<file path="src/rtl/vector_norm_unit.sv">
// vector_norm_unit: sequential vector engine returning |a|^2, a.b or floor(sqrt(|a|^2)).
// One multiply-accumulate per cycle, then an optional bit-serial restoring sqrt.
// Ports:
//   clk, rst_n           clock (rising edge), asynchronous active-low reset
//   in_valid / in_ready  request handshake; mode, a_vec, b_vec sampled on accept
//   mode                 00 sum-sq, 01 dot, 10 norm, 11 illegal
//   a_vec, b_vec         packed signed vectors, element i at [i*DATA_W +: DATA_W]
//   abort                synchronous cancel of the current operation
//   out_valid/out_ready  result handshake; result and err held until accepted
//   result               signed ACC_W result (norm zero-extended)
//   err                  illegal-mode flag, qualified by out_valid
module vector_norm_unit #(
   parameter int unsigned VECTOR_LEN = 4,
   parameter int unsigned DATA_W     = 8,
   localparam int unsigned ACC_W     = 2*DATA_W + $clog2(VECTOR_LEN) + 1
) (
   input  logic                           clk,
   input  logic                           rst_n,
   input  logic                           in_valid,
   output logic                           in_ready,
   input  logic [1:0]                     mode,
   input  logic [VECTOR_LEN*DATA_W-1:0]   a_vec,
   input  logic [VECTOR_LEN*DATA_W-1:0]   b_vec,
   input  logic                           abort,
   output logic                           out_valid,
   input  logic                           out_ready,
   output logic signed [ACC_W-1:0]        result,
   output logic                           err
);

   localparam int unsigned VEC_W  = VECTOR_LEN*DATA_W;
   localparam int unsigned SQRT_W = (ACC_W+1)/2;
   localparam int unsigned RAD_W  = 2*SQRT_W;
   localparam int unsigned REM_W  = SQRT_W+2;
   localparam int unsigned PROD_W = 2*DATA_W;
   localparam int unsigned IDX_W  = (VECTOR_LEN > 1) ? $clog2(VECTOR_LEN) : 1;
   localparam int unsigned CNT_W  = $clog2(SQRT_W+1);

   typedef enum logic [1:0] {IDLE, MAC, SQRT, DONE} state_t;

   state_t                    state_q, state_n;
   logic [1:0]                mode_q, mode_n;
   logic [VEC_W-1:0]          a_q, a_n, b_q, b_n;
   logic signed [ACC_W-1:0]   acc_q, acc_n;
   logic [IDX_W-1:0]          idx_q, idx_n;
   logic [RAD_W-1:0]          rad_q, rad_n;
   logic [REM_W-1:0]          rem_q, rem_n;
   logic [SQRT_W-1:0]         root_q, root_n;
   logic [CNT_W-1:0]          cnt_q, cnt_n;
   logic signed [ACC_W-1:0]   result_q, result_n;
   logic                      err_q, err_n;
   logic                      in_ready_q, in_ready_n;
   logic                      out_valid_q, out_valid_n;

   logic signed [DATA_W-1:0]  a_el, m_el;
   logic signed [PROD_W-1:0]  prod;
   logic [REM_W-1:0]          rem_sh, trial;

   // Current MAC operands: a[idx] times either b[idx] (dot) or a[idx] (squares)
   always_comb begin
      a_el = a_q[int'(idx_q)*DATA_W +: DATA_W];
      m_el = (mode_q == 2'b01) ? b_q[int'(idx_q)*DATA_W +: DATA_W] : a_el;
      prod = PROD_W'(a_el) * PROD_W'(m_el);
   end

   // One restoring sqrt digit: bring down two radicand bits, try subtracting 4*root+1
   always_comb begin
      rem_sh = {rem_q[SQRT_W-1:0], rad_q[RAD_W-1 -: 2]};
      trial  = {root_q, 2'b01};
   end

   // Next-state and datapath updates
   always_comb begin
      state_n  = state_q;
      mode_n   = mode_q;
      a_n      = a_q;
      b_n      = b_q;
      acc_n    = acc_q;
      idx_n    = idx_q;
      rad_n    = rad_q;
      rem_n    = rem_q;
      root_n   = root_q;
      cnt_n    = cnt_q;
      result_n = result_q;
      err_n    = err_q;

      if (abort && state_q != IDLE) begin
         state_n = IDLE;
         err_n   = 1'b0;
      end else begin
         unique case (state_q)
            IDLE: begin
               if (in_valid && in_ready_q && !abort) begin
                  mode_n = mode;
                  a_n    = a_vec;
                  b_n    = b_vec;
                  acc_n  = '0;
                  idx_n  = '0;
                  if (mode == 2'b11) begin
                     state_n  = DONE;
                     result_n = '0;
                     err_n    = 1'b1;
                  end else begin
                     state_n = MAC;
                  end
               end
            end
            MAC: begin
               acc_n = acc_q + ACC_W'(prod);
               idx_n = idx_q + IDX_W'(1);
               if (idx_q == IDX_W'(VECTOR_LEN-1)) begin
                  if (mode_q == 2'b10) begin
                     state_n = SQRT;
                     rad_n   = RAD_W'($unsigned(acc_n));
                     rem_n   = '0;
                     root_n  = '0;
                     cnt_n   = '0;
                  end else begin
                     state_n  = DONE;
                     result_n = acc_n;
                     err_n    = 1'b0;
                  end
               end
            end
            SQRT: begin
               rad_n = rad_q << 2;
               if (rem_sh >= trial) begin
                  rem_n  = rem_sh - trial;
                  root_n = {root_q[SQRT_W-2:0], 1'b1};
               end else begin
                  rem_n  = rem_sh;
                  root_n = {root_q[SQRT_W-2:0], 1'b0};
               end
               cnt_n = cnt_q + CNT_W'(1);
               if (cnt_q == CNT_W'(SQRT_W-1)) begin
                  state_n  = DONE;
                  result_n = ACC_W'(root_n);
                  err_n    = 1'b0;
               end
            end
            DONE: begin
               if (out_ready) begin
                  state_n = IDLE;
                  err_n   = 1'b0;
               end
            end
            default: state_n = IDLE;
         endcase
      end

      in_ready_n  = (state_n == IDLE);
      out_valid_n = (state_n == DONE);
   end

   // State and datapath registers
   always_ff @(posedge clk or negedge rst_n) begin
      if (!rst_n) begin
         state_q     <= IDLE;
         mode_q      <= '0;
         a_q         <= '0;
         b_q         <= '0;
         acc_q       <= '0;
         idx_q       <= '0;
         rad_q       <= '0;
         rem_q       <= '0;
         root_q      <= '0;
         cnt_q       <= '0;
         result_q    <= '0;
         err_q       <= 1'b0;
         in_ready_q  <= 1'b1;
         out_valid_q <= 1'b0;
      end else begin
         state_q     <= state_n;
         mode_q      <= mode_n;
         a_q         <= a_n;
         b_q         <= b_n;
         acc_q       <= acc_n;
         idx_q       <= idx_n;
         rad_q       <= rad_n;
         rem_q       <= rem_n;
         root_q      <= root_n;
         cnt_q       <= cnt_n;
         result_q    <= result_n;
         err_q       <= err_n;
         in_ready_q  <= in_ready_n;
         out_valid_q <= out_valid_n;
      end
   end

   assign in_ready  = in_ready_q;
   assign out_valid = out_valid_q;
   assign result    = result_q;
   assign err       = err_q;

endmodule

</file>
<file path="config.mk">
export PLATFORM = sky130hd
export DESIGN_NAME = vector_norm_unit
export DESIGN_NICKNAME = d
export VERILOG_FILES = /design/src/rtl/vector_norm_unit.sv
export SDC_FILE = /design/constraint.sdc
export NUM_CORES = 1
export LEC_CHECK = 0
export CAP_MARGIN = 40
export CELL_PAD_IN_SITES_DETAIL_PLACEMENT = 1
export CELL_PAD_IN_SITES_GLOBAL_PLACEMENT = 2
export CORE_UTILIZATION = 35
export CTS_CLUSTER_SIZE = 16
export DETAILED_ROUTE_END_ITERATION = 8
export HOLD_SLACK_MARGIN = 0.06
export PLACE_DENSITY_LB_ADDON = 0.12
export SYNTH_ARGS = -nofsm -noshare
export SYNTH_HDL_FRONTEND = slang
export SYNTH_SLANG_ARGS = --single-unit
</file>
<file path="constraint.sdc">
create_clock -name clk -period 7.4 [get_ports clk]
set_input_delay 1.48 -clock clk [delete_from_list [all_inputs] [get_ports clk]]
set_output_delay 1.48 -clock clk [all_outputs]
set_load 0.005 [all_outputs]
</file>
==> impl_metrics.tcl <==
set metrics [dict create \
    critical_setup_path_kind "register to register" \
    avg_inst_size_synth_um2 10.7 \
    grt.met2_usage_pct 30.9 \
    die_w_um 177 \
    netlist-cell-type-count 57 \
    core_region_area_um2 29900 \
    critPathCaptureType "register" \
    clock_insertion_delay_worst_skew_ns 0.45 \
    vias 7229 \
    gr-total-overflow 0 \
    drt-pass1-iter-count 4 \
    finalHoldViolCount 0 \
    ant_nets 0 \
    place_hpwl_um 21100 \
    clock_tree.htree_level_count 4 \
    grt_use_met1_pct 25.3 \
    drive_gt1_share_pct 14.0 \
    grt_max_degree 65 \
    drc 0 \
    synth-seq-area-share_pct 36.1 \
    numPlacedInstances 1464 \
    cts.reportedPaths.clkPinSlew_ns 0.07 \
    post_cts_hold_buffer_count 0 \
    cp.arrival_ns 6.80 \
    portBuffers 92 \
    timing.fmax_ghz 0.154 \
    fp.dieH_um 177 \
    finalCoreUtilization_pct 42.6 \
    wire_per_inst_um 18.1 \
    synthesis.yosys.warnings 0 \
    synthFlopType "sky130_fd_sc_hd__dfrtp_1" \
    timing.setup.tns_ns 0 \
    number_of_i_o_pins 93 \
    most-common-layout-cells "154 x sky130_fd_sc_hd__nand2_1, 154 x sky130_fd_sc_hd__dfrtp_1, 112 x sky130_fd_sc_hd__inv_1, 91 x sky130_fd_sc_hd__clkdlybuf4s50_1, 84 x sky130_fd_sc_hd__fa_1" \
    grt_util_met3_pct 3.39 \
    fill_cells 3252 \
    grt.total_usage_pct 18.7 \
    unrepaired_setup_endpoints_after_global_routing "no" \
    synth.ff_latch_count 155 \
    post_synth_edffs 0 \
    min_path_type "register to register" \
    timing.slew.headroom_pct 49.7 \
    post_cts.repair.setup_buffers 0 \
    hold-worst-slack_ns 0.481 \
    via_count_of_the_first_global_routing_pass 8071 \
    drv_slew 0 \
    postSynthNetCount 1225 \
    setup.worst_path.start_class "register" \
    worstPathRequired_ns 7.71 \
    globalRoute.busiestLayer "met2" \
    grt_pass1_wl_um 44600 \
    tightest_slew_ns 0.755 \
    finalSetupViolations 0 \
    cts-buffers-inserted 17 \
    final_cells 1495 \
    synth_area_um2 10700 \
    finalCritPeriodShare_pct 87.8 \
    skew_ns 0.00922 \
    clockRootBuffer "sky130_fd_sc_hd__clkbuf_16" \
    status "complete, no violations" \
    full_die_area_um2 31400 \
    maxCapViolations 0 \
    synthToLayoutAreaGrowth_pct 18.5 \
    starting_drt_drc_count 237 \
    cts_tree "built" \
    synth_cells 1006 \
    clock-sinks 155 \
    drt_wl_total_um 27100 \
    post-route-min-period_ns 6.49 \
    clk_path_buf_depth 2 \
    asyncSetResetFlopFracSynth_pct 100 \
    number_of_nets_in_the_layout 1312 \
    initial_antenna_violation_count 0 \
    via_per_inst 4.84 \
    post_cts_resized 0 \
    cp_max_fo 11 \
    initial_core_util_pct 35.9 \
    num_rows 63 \
    routabilityCongestion 0.782 \
    diodes 0 \
]
[final timing paths]
path	startpoint	slack, ns	endpoint	cells after the start
hold / removal	rad_q[8]	0.48	rad_q[8]	2
min in group asynchronous	rst_n	0.92	rem_q[3]	1
setup / recovery	idx_q[0]	0.91	rad_q[17]	19
hold reg to reg	rad_q[8]	0.48	rad_q[8]	2
setup reg to reg	idx_q[0]	0.91	rad_q[17]	19
max in group asynchronous	rst_n	5.28	b_q[6]	4
[logic make-up (layout without fill, tap and decap cells)]
logic type                 count (synthesis)  after routing  synth area share (%)
and+or+nand+nor                          248            248                  9.98
buffers and inverters                    154            253                  5.73
AOI/OAI and AO/OA                        158            158                  9.37
xor gates and xnor gates                  29             29                  2.37
muxes                                    114            114                  13.3
adders and majority gates                148            148                  23.1
DFF                                      155            155                  36.1
[worst max-delay path, stage by stage (launching register included)]
cell and delay [ns]:
sky130_fd_sc_hd__dfrtp_1 0.39, sky130_fd_sc_hd__buf_4 0.24, sky130_fd_sc_hd__mux4_2 0.67, sky130_fd_sc_hd__mux2i_1 0.52, sky130_fd_sc_hd__inv_2 0.15, sky130_fd_sc_hd__nand2_1 0.12, sky130_fd_sc_hd__fa_1 0.42, sky130_fd_sc_hd__fa_1 0.55
sky130_fd_sc_hd__inv_1 0.06, sky130_fd_sc_hd__fa_1 0.52, sky130_fd_sc_hd__fa_1 0.51, sky130_fd_sc_hd__fa_1 0.40, sky130_fd_sc_hd__ha_1 0.35, sky130_fd_sc_hd__a21oi_2 0.20, sky130_fd_sc_hd__nand2_1 0.08, sky130_fd_sc_hd__o211ai_1 0.37
sky130_fd_sc_hd__o221ai_2 0.18, sky130_fd_sc_hd__a31oi_2 0.27, sky130_fd_sc_hd__mux2i_1 0.22, sky130_fd_sc_hd__o211ai_1 0.12
[cells in the mapped netlist, types with 2 or more instances]
cell type / count / area share, %
sky130_fd_sc_hd__buf_2: 12 / 0.56
sky130_fd_sc_hd__nand2_1: 155 / 5.4
sky130_fd_sc_hd__nor3_1: 4 / 0.19
sky130_fd_sc_hd__buf_1: 8 / 0.28
sky130_fd_sc_hd__fa_1: 84 / 16
sky130_fd_sc_hd__mux2_2: 70 / 7.3
sky130_fd_sc_hd__or2_2: 2 / 0.12
sky130_fd_sc_hd__o21bai_1: 2 / 0.14
sky130_fd_sc_hd__a21o_1: 5 / 0.35
sky130_fd_sc_hd__nor2_1: 35 / 1.2
sky130_fd_sc_hd__xor2_1: 10 / 0.82
sky130_fd_sc_hd__o21a_1: 9 / 0.63
sky130_fd_sc_hd__o31ai_2: 5 / 0.58
sky130_fd_sc_hd__or3_1: 3 / 0.17
sky130_fd_sc_hd__nand2b_1: 10 / 0.58
sky130_fd_sc_hd__xnor2_1: 19 / 1.6
sky130_fd_sc_hd__inv_1: 112 / 3.9
sky130_fd_sc_hd__o22ai_1: 2 / 0.12
sky130_fd_sc_hd__nor2b_1: 17 / 0.99
sky130_fd_sc_hd__buf_4: 2 / 0.14
sky130_fd_sc_hd__o21ai_1: 31 / 1.4
sky130_fd_sc_hd__dfrtp_1: 154 / 36
sky130_fd_sc_hd__mux2i_1: 26 / 2.4
sky130_fd_sc_hd__buf_6: 2 / 0.21
sky130_fd_sc_hd__clkbuf_1: 15 / 0.52
sky130_fd_sc_hd__and3_1: 3 / 0.17
sky130_fd_sc_hd__mux4_2: 14 / 2.9
sky130_fd_sc_hd__a21boi_0: 2 / 0.14
sky130_fd_sc_hd__a21oi_1: 18 / 0.84
sky130_fd_sc_hd__and2_1: 7 / 0.41
sky130_fd_sc_hd__a21oi_2: 3 / 0.24
sky130_fd_sc_hd__o31ai_1: 4 / 0.28
sky130_fd_sc_hd__inv_2: 3 / 0.10
sky130_fd_sc_hd__o21ai_0: 48 / 2.2
sky130_fd_sc_hd__ha_1: 64 / 7.5
sky130_fd_sc_hd__nand4_1: 2 / 0.12
sky130_fd_sc_hd__a31oi_1: 3 / 0.17
sky130_fd_sc_hd__a22o_1: 13 / 1.1
sky130_fd_sc_hd__o211ai_1: 4 / 0.28
sky130_fd_sc_hd__nand3_1: 6 / 0.28
sky130_fd_sc_hd__mux2i_2: 2 / 0.26
[sequential cells by signal, summed over array words and instances, names as in the netlist]
| signal | cells |
|---|---|
| rad_q | 20 |
| state_q | 2 |
| cnt_q | 4 |
| result | 19 |
| root_q | 10 |
| b_q | 32 |
| mode_q | 2 |
| err | 1 |
| in_ready | 1 |
| idx_q | 2 |
| acc_q | 19 |
| rem_q | 10 |
| out_valid | 1 |
| a_q | 32 |
[per-layer routing]
| layer | up-vias | share of wire, % |
|---|---|---|
| li1 | 3506 | - |
| met1 | 3621 | 47 |
| met2 | 82 | 49 |
| met3 | 20 | 2.8 |
| met4 | 0 | 1.0 |
| met5 | - | 0 |
[stage by stage]
| stage | worst slack (ns) | area [um2] |
|---|---|---|
| 6_report | 0.906 | 12700 |
| 3_3_place_gp | 0.987 | 12100 |
| 3_5_place_dp | 0.845 | 12100 |
| 5_1_grt | 0.397 | 12700 |
| 4_1_cts | 0.831 | 12700 |
| 2_1_floorplan | 1.38 | 10700 |
[layout make-up]
class,count,area (um2),area share (%)
multi-input combinational,697,6250,49.1
sequential,155,3880,30.5
clock buffer,20,457,3.59
timing repair buffer,107,1080,8.48
clock inverter,11,138,1.08
tap,390,488,3.83
inverter,115,432,3.39
Power is not shown: default switching activity piles up to over one toggle a cycle in this logic, so the estimate is an artifact.
